$ cat src/rtl/rle_token_gen.sv
// Run-length tokeniser feeding the 64-bit shift-concatenation stage.
// Emits one literal or run token per cycle, LSB-aligned, with msg_fin on each message's last token.
module rle_token_gen #(
  parameter int RUN_W = 8
) (
  input  logic        clk,
  input  logic        rst,
  input  logic [7:0]  byte_in,
  input  logic        byte_valid,
  input  logic        msg_end,
  input  logic        stall,
  output logic        byte_ready,
  output logic [63:0] data_out,
  output logic [6:0]  valid_bits,
  output logic        msg_fin
);

  localparam int                CNT_W    = RUN_W + 1;
  localparam logic [CNT_W-1:0]  CNT_ONE  = CNT_W'(1);
  localparam logic [CNT_W-1:0]  CNT_MAX  = CNT_W'((1 << RUN_W) + 1);
  localparam logic [6:0]        LIT_LEN  = 7'd9;
  localparam logic [6:0]        RUN_LEN  = 7'(9 + RUN_W);

  typedef enum logic [1:0] {
    IDLE,
    RUN,
    FIN,
    GAP
  } state_e;

  state_e            state_q, state_d;
  logic [7:0]        held_q, held_d;
  logic [CNT_W-1:0]  count_q, count_d;
  logic [63:0]       tok_data_q, tok_data_d;
  logic [6:0]        tok_len_q, tok_len_d;
  logic              tok_fin_q, tok_fin_d;
  logic              tok_pend_q, tok_pend_d;

  logic present;
  logic accept;

  // A run of one is a literal; longer runs store length-2 in the field above the byte.
  function automatic logic [63:0] build_token(input logic [7:0] b, input logic [CNT_W-1:0] cnt);
    logic [63:0] t;
    t = '0;
    if (cnt == CNT_ONE) begin
      t[8:0] = {b, 1'b0};
    end else begin
      t[8:0] = {b, 1'b1};
      t[8+RUN_W:9] = RUN_W'(cnt - CNT_W'(2));
    end
    return t;
  endfunction

  function automatic logic [6:0] token_len(input logic [CNT_W-1:0] cnt);
    return (cnt == CNT_ONE) ? LIT_LEN : RUN_LEN;
  endfunction

  assign present    = tok_pend_q && !stall;
  assign byte_ready = rst && !stall && ((state_q == IDLE) || (state_q == RUN));
  assign accept     = byte_valid && byte_ready;
  assign data_out   = present ? tok_data_q : 64'd0;
  assign valid_bits = present ? tok_len_q : 7'd0;
  assign msg_fin    = present && tok_fin_q;

  // A presented token is consumed at the edge; a load at the same edge simply replaces it.
  always_comb begin
    state_d    = state_q;
    held_d     = held_q;
    count_d    = count_q;
    tok_data_d = tok_data_q;
    tok_len_d  = tok_len_q;
    tok_fin_d  = tok_fin_q;
    tok_pend_d = tok_pend_q && !present;

    case (state_q)
      IDLE: begin
        if (accept) begin
          held_d  = byte_in;
          count_d = CNT_ONE;
          state_d = msg_end ? FIN : RUN;
        end
      end

      RUN: begin
        if (accept) begin
          if ((byte_in == held_q) && (count_q < CNT_MAX)) begin
            count_d = count_q + CNT_ONE;
          end else begin
            tok_data_d = build_token(held_q, count_q);
            tok_len_d  = token_len(count_q);
            tok_fin_d  = 1'b0;
            tok_pend_d = 1'b1;
            held_d     = byte_in;
            count_d    = CNT_ONE;
          end
          if (msg_end) begin
            state_d = FIN;
          end
        end
      end

      // Unstalled means any pending token is consumed this edge, so the slot is free.
      FIN: begin
        if (!stall) begin
          tok_data_d = build_token(held_q, count_q);
          tok_len_d  = token_len(count_q);
          tok_fin_d  = 1'b1;
          tok_pend_d = 1'b1;
          held_d     = 8'd0;
          count_d    = '0;
          state_d    = GAP;
        end
      end

      GAP: begin
        if (!stall && !tok_pend_q) begin
          state_d = IDLE;
        end
      end

      default: begin
        state_d = IDLE;
      end
    endcase
  end

  always_ff @(posedge clk or negedge rst) begin
    if (!rst) begin
      state_q    <= IDLE;
      held_q     <= 8'd0;
      count_q    <= '0;
      tok_data_q <= 64'd0;
      tok_len_q  <= 7'd0;
      tok_fin_q  <= 1'b0;
      tok_pend_q <= 1'b0;
    end else begin
      state_q    <= state_d;
      held_q     <= held_d;
      count_q    <= count_d;
      tok_data_q <= tok_data_d;
      tok_len_q  <= tok_len_d;
      tok_fin_q  <= tok_fin_d;
      tok_pend_q <= tok_pend_d;
    end
  end

endmodule

$ cat config.mk
export PLATFORM = sky130hd
export DESIGN_NAME = rle_token_gen
export DESIGN_NICKNAME = d
export VERILOG_FILES = /design/src/rtl/rle_token_gen.sv
export SDC_FILE = /design/constraint.sdc
export NUM_CORES = 1
export LEC_CHECK = 0
export ABC_AREA = 1
export CORE_UTILIZATION = 43
export CTS_CLUSTER_SIZE = 28
export DETAILED_ROUTE_END_ITERATION = 8
export GPL_TIMING_DRIVEN = 1
export PLACE_DENSITY_LB_ADDON = 0.12
export REMOVE_ABC_BUFFERS = 1
export SETUP_SLACK_MARGIN = 0.15
export SYNTH_ARGS = -nofsm -noshare
export SYNTH_HDL_FRONTEND = slang
export SYNTH_SLANG_ARGS = --single-unit
$ cat constraint.sdc
create_clock -name clk -period 1.7 [get_ports clk]
set_input_delay 0.17 -clock clk [delete_from_list [all_inputs] [get_ports clk]]
set_output_delay 0.17 -clock clk [all_outputs]
set_load 0.1 [all_outputs]
After elaboration in Yosys (flattened, before gate mapping):

Cells that the tools add are included.

* register bits: 92
* input port bits: 13
* output and inout bits: 73

* $add $sub $neg: 2
* $lt $le $gt $ge: 1
* equal/unequal tests: 11
* mux-type cells: 38
* reduce and logical (&&, ||, !) cells: 19

Operators by type and width (number)
* 2-to-1 mux 64 bit: 4
* one-hot mux 64 bit (2 select lines): 1
* 2-to-1 mux 8 bit: 5
* 2-to-1 mux 9 bit: 4
* 2-to-1 mux 7 bit: 4
* one-hot mux 9 bit (3 select lines): 1
* one-hot mux 8 bit (3 select lines): 1
* one-hot mux 7 bit (2 select lines): 1
* 2-to-1 mux 2 bit: 6
* != test 2 bit (second input constant): 6
* AND reduction 5 bit: 2
* adder 9 x 1 -> 9 bit (second input constant): 1
* == test 9 x 1 -> 1 bit (second input constant): 1
* < comparator 9 bit (second input constant): 1
* == test 8 bit: 1
* logical AND 1 bit: 8
* one-hot mux 2 bit (4 select lines): 1
* AND reduction 4 bit: 2
* subtractor 8 x 2 -> 8 bit (second input constant): 1
* 2-to-1 mux 1 bit: 7
* 2-to-1 mux 5 bit: 1
* == test 2 bit (second input constant): 2
* one-hot mux 1 bit (2 select lines): 2
* zero test 1 bit: 3
* other kinds (5): 5

Depth between registers and ports, before layout:

* word-level depth: 7
* mapped depth: 12
* mapped depth without buffers: 11

Worst setup path before layout:

OpenSTA, ideal clock, no wires.

* path type: register to output
* from: register tok_pend_q
* to: output port valid_bits[4]
* arrival: 2.392 ns
* slack: -0.862 ns
* stages on the path, launching flop included: 5
* path buffers: 2
* cells stage by stage: dfrtp_1 > nand2_1 > clkbuf_1 > nor2_1 > buf_4

* word-level cells in the longest chain between the ends: 2

Ends and longest elaborated chain
* start: declaration: line 37 `logic tok_pend_q, tok_pend_d;`
* start signal: assignment: line 144 `tok_pend_q <= tok_pend_d;`
* logical AND 1 bit: line 59 `assign present = tok_pend_q && !stall;`
* 2-to-1 mux 7 bit: line 63 `assign valid_bits = present ? tok_len_q : 7'd0;`
* end: declaration: line 14 `output logic [6:0] valid_bits,`

No other way between the ends.

Worst setup path in the final report:

* from: register state_q[0]
* to: register count_q[2]

* word-level cells in the longest chain between the ends: 6

Ends and longest elaborated chain
* start: declaration: line 31 `state_e state_q, state_d;`
* start signal: assignment: line 138 `state_q <= state_d;`
* == test 2 x 1 -> 1 bit or zero test 2 bit (tied branches): line 60, 76
* logical OR 1 bit: line 60 `assign byte_ready = rst && !stall && ((state_q == IDLE) || (state_q == RUN));`
* logical AND 1 bit: line 60
* logical AND 1 bit: line 61 `assign accept = byte_valid && byte_ready;`
* != test 2 bit (no source line)
* AND reduction 4 bit (no source line)
* end signal: assignment: line 140 `count_q <= count_d;`
* end: declaration: line 33 `logic [CNT_W-1:0] count_q, count_d;`

Several ways; a longest one is shown, not always the timed one.
A chain may end at the register's enable or synchronous reset.

==> key figures <==
CTS
  – CTS buffer count: 5
  – Htree depth: 2
  – Clock insertion delay at the later pin of the skew report: 0.29 ns
  – CTS clk-pin slew, worst paths: 0.08 ns
  – Clock buffer depth: 2
  – CTS sink count: 40
  – Clock tree root driver cell: sky130_fd_sc_hd__clkbuf_8
  – TritonCTS clock tree: built

Global routing
  – Vias in the first global route: 2378
  – First-pass GRT wire length: 11000 µm
  – Initial antenna violation count: 0
  – Largest net degree at the start of global routing: 36
  – Total gr overflow: 0
  – Combined global-route utilization of all metal layers: 19.2%

Pwr
  – Sequential group share of total power: 20.6%
  – Fraction of power spent switching nets: 48.8%
  – Net switching power of the design: 3.76 mW
  – Leak pwr: 2.17 nW
  – Share of power burned in combinational logic: 68.3%
  – Total internal power: 3.93 mW
  – Ratio of total power to cell area: 1790 mW/mm²
  – Portion of total power attributed to the clock network: 11.2%
  – Worst vdd rail ir drop: 1.27 mV

Worst hold path
  – Hold Path Depth: 4
  – Class of the tightest hold or removal check: input pin to flop
  – Hold-critical path endpoint: tok_pend_q$_DFF_PN0_
  – Startpoint of the lowest-slack hold path: stall

Floorplan
  – Effective utilization at floorplan: 45.3%
  – Width of the chip: 84.5 µm
  – Core area: 0.00646 mm²
  – Chip Height: 84.5 µm
  – Overall die area: 0.00714 mm²
  – Row Count: 29
  – Top Ports: 86

Worst setup path
  – Critical Path Fanout Max: 3
  – Critical-path top delay cell: sky130_fd_sc_hd__dfrtp_1
  – Reg-to-reg slack, setup: -0.10 ns
  – Req. time, crit path: 1.92 ns
  – Crit path launch type: flop
  – Crit path from: state_q[0]$_DFFE_PN0P_
  – Critical path endpoint category: flop
  – Critical R2R Launch: state_q[0]$_DFFE_PN0P_
  – Category of the critical setup timing path: flop to flop
  – Worst r2r dst: count_q[2]$_DFFE_PN0P_
  – CP cell instances: buf_6 -> ha_4 -> or2_4 -> o21ai_4 -> nand2_2 -> nor2_4 -> buf_12 -> nand2_2 -> xor2_1 -> a21oi_1
  – Delay of the slowest cell on the worst path: 0.39 ns
  – Arrival time at the worst endpoint: 2.03 ns
  – Number of cells on the worst reg-to-reg path: 10
  – Most frequent cell on the critical path: sky130_fd_sc_hd__nand2_2

Detailed routing
  – DRC viols: 10
  – Detailed-route via count: 2559
  – Iteration-0 DRC Markers: 94
  – Post-route antenna net violation count: 0
  – Number of iterations in the first detailed-routing pass: 7
  – Mean number of vias per cell: 4.55
  – Sum of routed wire length over all layers: 6740 µm
  – Wire length per cell: 12.0 µm

Layout
  – Post-synthesis to final-layout area growth: 47.2%
  – Commonest non-fill, non-tap cell in the layout: sky130_fd_sc_hd__nand2_1
  – Area of all placed cells without fillers: 0.00431 mm²
  – Fraction of layout cells with a size suffix above 1: 37.7%
  – Storage cell area: 0.00100 mm²
  – Post-route non-filler standard cell count: 562
  – Fill cell total of the finished layout: 515
  – ANT cells: 0
  – Most frequent cells in the layout: sky130_fd_sc_hd__nand2_1, sky130_fd_sc_hd__conb_1, sky130_fd_sc_hd__inv_1, sky130_fd_sc_hd__dfrtp_1, sky130_fd_sc_hd__buf_4
  – Area of the multi-input gates: 0.00173 mm²
  – Net total in the final layout: 507

Synthesis
  – Sequential element share of the synthesized area: 34.2%
  – Synth unique cells: 28
  – Synthesized netlist cell count: 397
  – Avg Inst Size Synth: 7.37 µm²
  – Synthesized cell area: 0.00293 mm²
  – Number of warnings printed during yosys synthesis: 0
  – Post-synthesis register bit count: 40

Place
  – RePlAce Congestion: 0.811
  – Inst Count DP: 531
  – Count of input and output buffers: 34
  – Standard cell area after detailed placement: 0.00360 mm²
  – DP Wirelength: 4380 µm
  – Post-placement setup slack: -0.143 ns

Timing
  – Highest clock rate: 555 MHz
  – Final worst-path cycle share: 106%
  – Final hold violation count: 0
  – Largest clock skew in the final design: 0.00813 ns
  – Final worst hold slack: 0.393 ns
  – Fin crit period: 1.80 ns
  – Setup repair after global routing missed its margin: true
  – Fin Setup TNS: -2.43 ns
  – Final worst-path setup slack: -0.102 ns
  – Number of pins exceeding their max-slew limit in the final report: 0
  – Final setup vio count: 37

Flow run
  – Maximum capacitance violations: 0

Status
  – Violated checks: DRC, setup timing
  – Result of the run: complete, but fails checks
==> cells in the mapped netlist (all sizes together) <==
cell type,count,area [µm²]
a21boi,1,7.51
a21oi,7,35.0
buf,58,448
clkbuf,3,11.3
conb,1,3.75
dfrtp,40,1000
ha,10,125
inv,58,218
nand2,111,427
nand3,13,77.6
nand3b,1,11.3
nand4,3,18.8
nor2,44,195
nor3,2,15.0
o2111ai,1,8.76
o21ai,34,241
or2,3,21.3
xor2,7,61.3
==> stage by stage <==
step | utilization, % | power, mW
after floorplan | - | 4.27
after global placement | 55.7 | 5.50
after detailed placement | 55.7 | 5.56
after CTS | 63.1 | 7.11
after global routing | 66.7 | 8.20
final | 66.7 | 7.69
==> sequential cells by signal, summed over array words and instances, names as in the netlist <==
name,count
tok_pend_q,1
tok_fin_q,1
held_q,8
tok_data_q,17
state_q,2
count_q,9
tok_len_q,2
==> final cells by class <==
type                            instances  area share, %
Multi-Input combinational cell        289           40.2
Timing Repair Buffer                   90           26.4
Sequential cell                        40           23.2
Inverter                               58           5.05
Clock buffer                            7           2.24
Tap cell                               77           2.24
Clock inverter                          1          0.697
==> worst max-delay path by stage <==
stage	endpoint	slack, ns	cells past startpoint
after floorplan	data_out[0]	-1.67	2
after global placement	count_q[1]$_DFFE_PN0P_	-0.12	9
after detailed placement	held_q[4]$_DFFE_PN0P_	-0.14	11
after CTS	tok_len_q[3]$_DFFE_PN0P_	-0.02	11
after global routing	tok_data_q[15]$_DFFE_PN0P_	-0.20	11
final	count_q[2]$_DFFE_PN0P_	-0.10	10
==> kinds of logic (layout without fill, tap and decap cells) <==
logic type / count (synthesis) / count (layout) / synth area share (%)
and+or+nand+nor: 177 / 178 / 26.2
AOI/OAI and AO/OA: 43 / 43 / 10.0
DFF: 40 / 40 / 34.2
other: 1 / 51 / 0.128
adders and majority gates: 10 / 10 / 4.28
xor gates and xnor gates: 7 / 7 / 2.09
buffers and inverters: 119 / 156 / 23.1
==> layer usage <==
metal	global-route usage, %	wire length [µm]	up-vias
met5	0	0	-
met4	6.16	70	0
met3	3.34	321	10
met2	32.3	3380	83
met1	25.1	2970	1188
li1	-	-	1278
==> power groups by stage <==
stage	Clock [mW]	Combinational, mW	Sequential, mW
2_1_floorplan	0	2.74	1.53
5_1_grt	0.916	5.66	1.62
4_1_cts	0.882	4.68	1.56
6_report	0.859	5.25	1.58
3_5_place_dp	0	4.00	1.57
3_3_place_gp	0	3.94	1.56
==> timing repair <==
item	4_1_cts	5_1_grt
setup endpoints to repair	61	57
setup buffers	9	8
gates cloned	4	0
gates resized for setup	48	48
pin swaps	9	11
hold buffers	2	0
hold endpoints to repair	30	0
==> worst max-delay path, delay by kind of cell (launching register included) <==
kind	cells	cell delay, ns
buffers and inverters	2	0.27
DFF	1	0.39
AOI/OAI and AO/OA	2	0.20
xor gates and xnor gates	1	0.13
and+or+nand+nor	4	0.59
adders and majority gates	1	0.15
(Power assumes the default switching activity.)
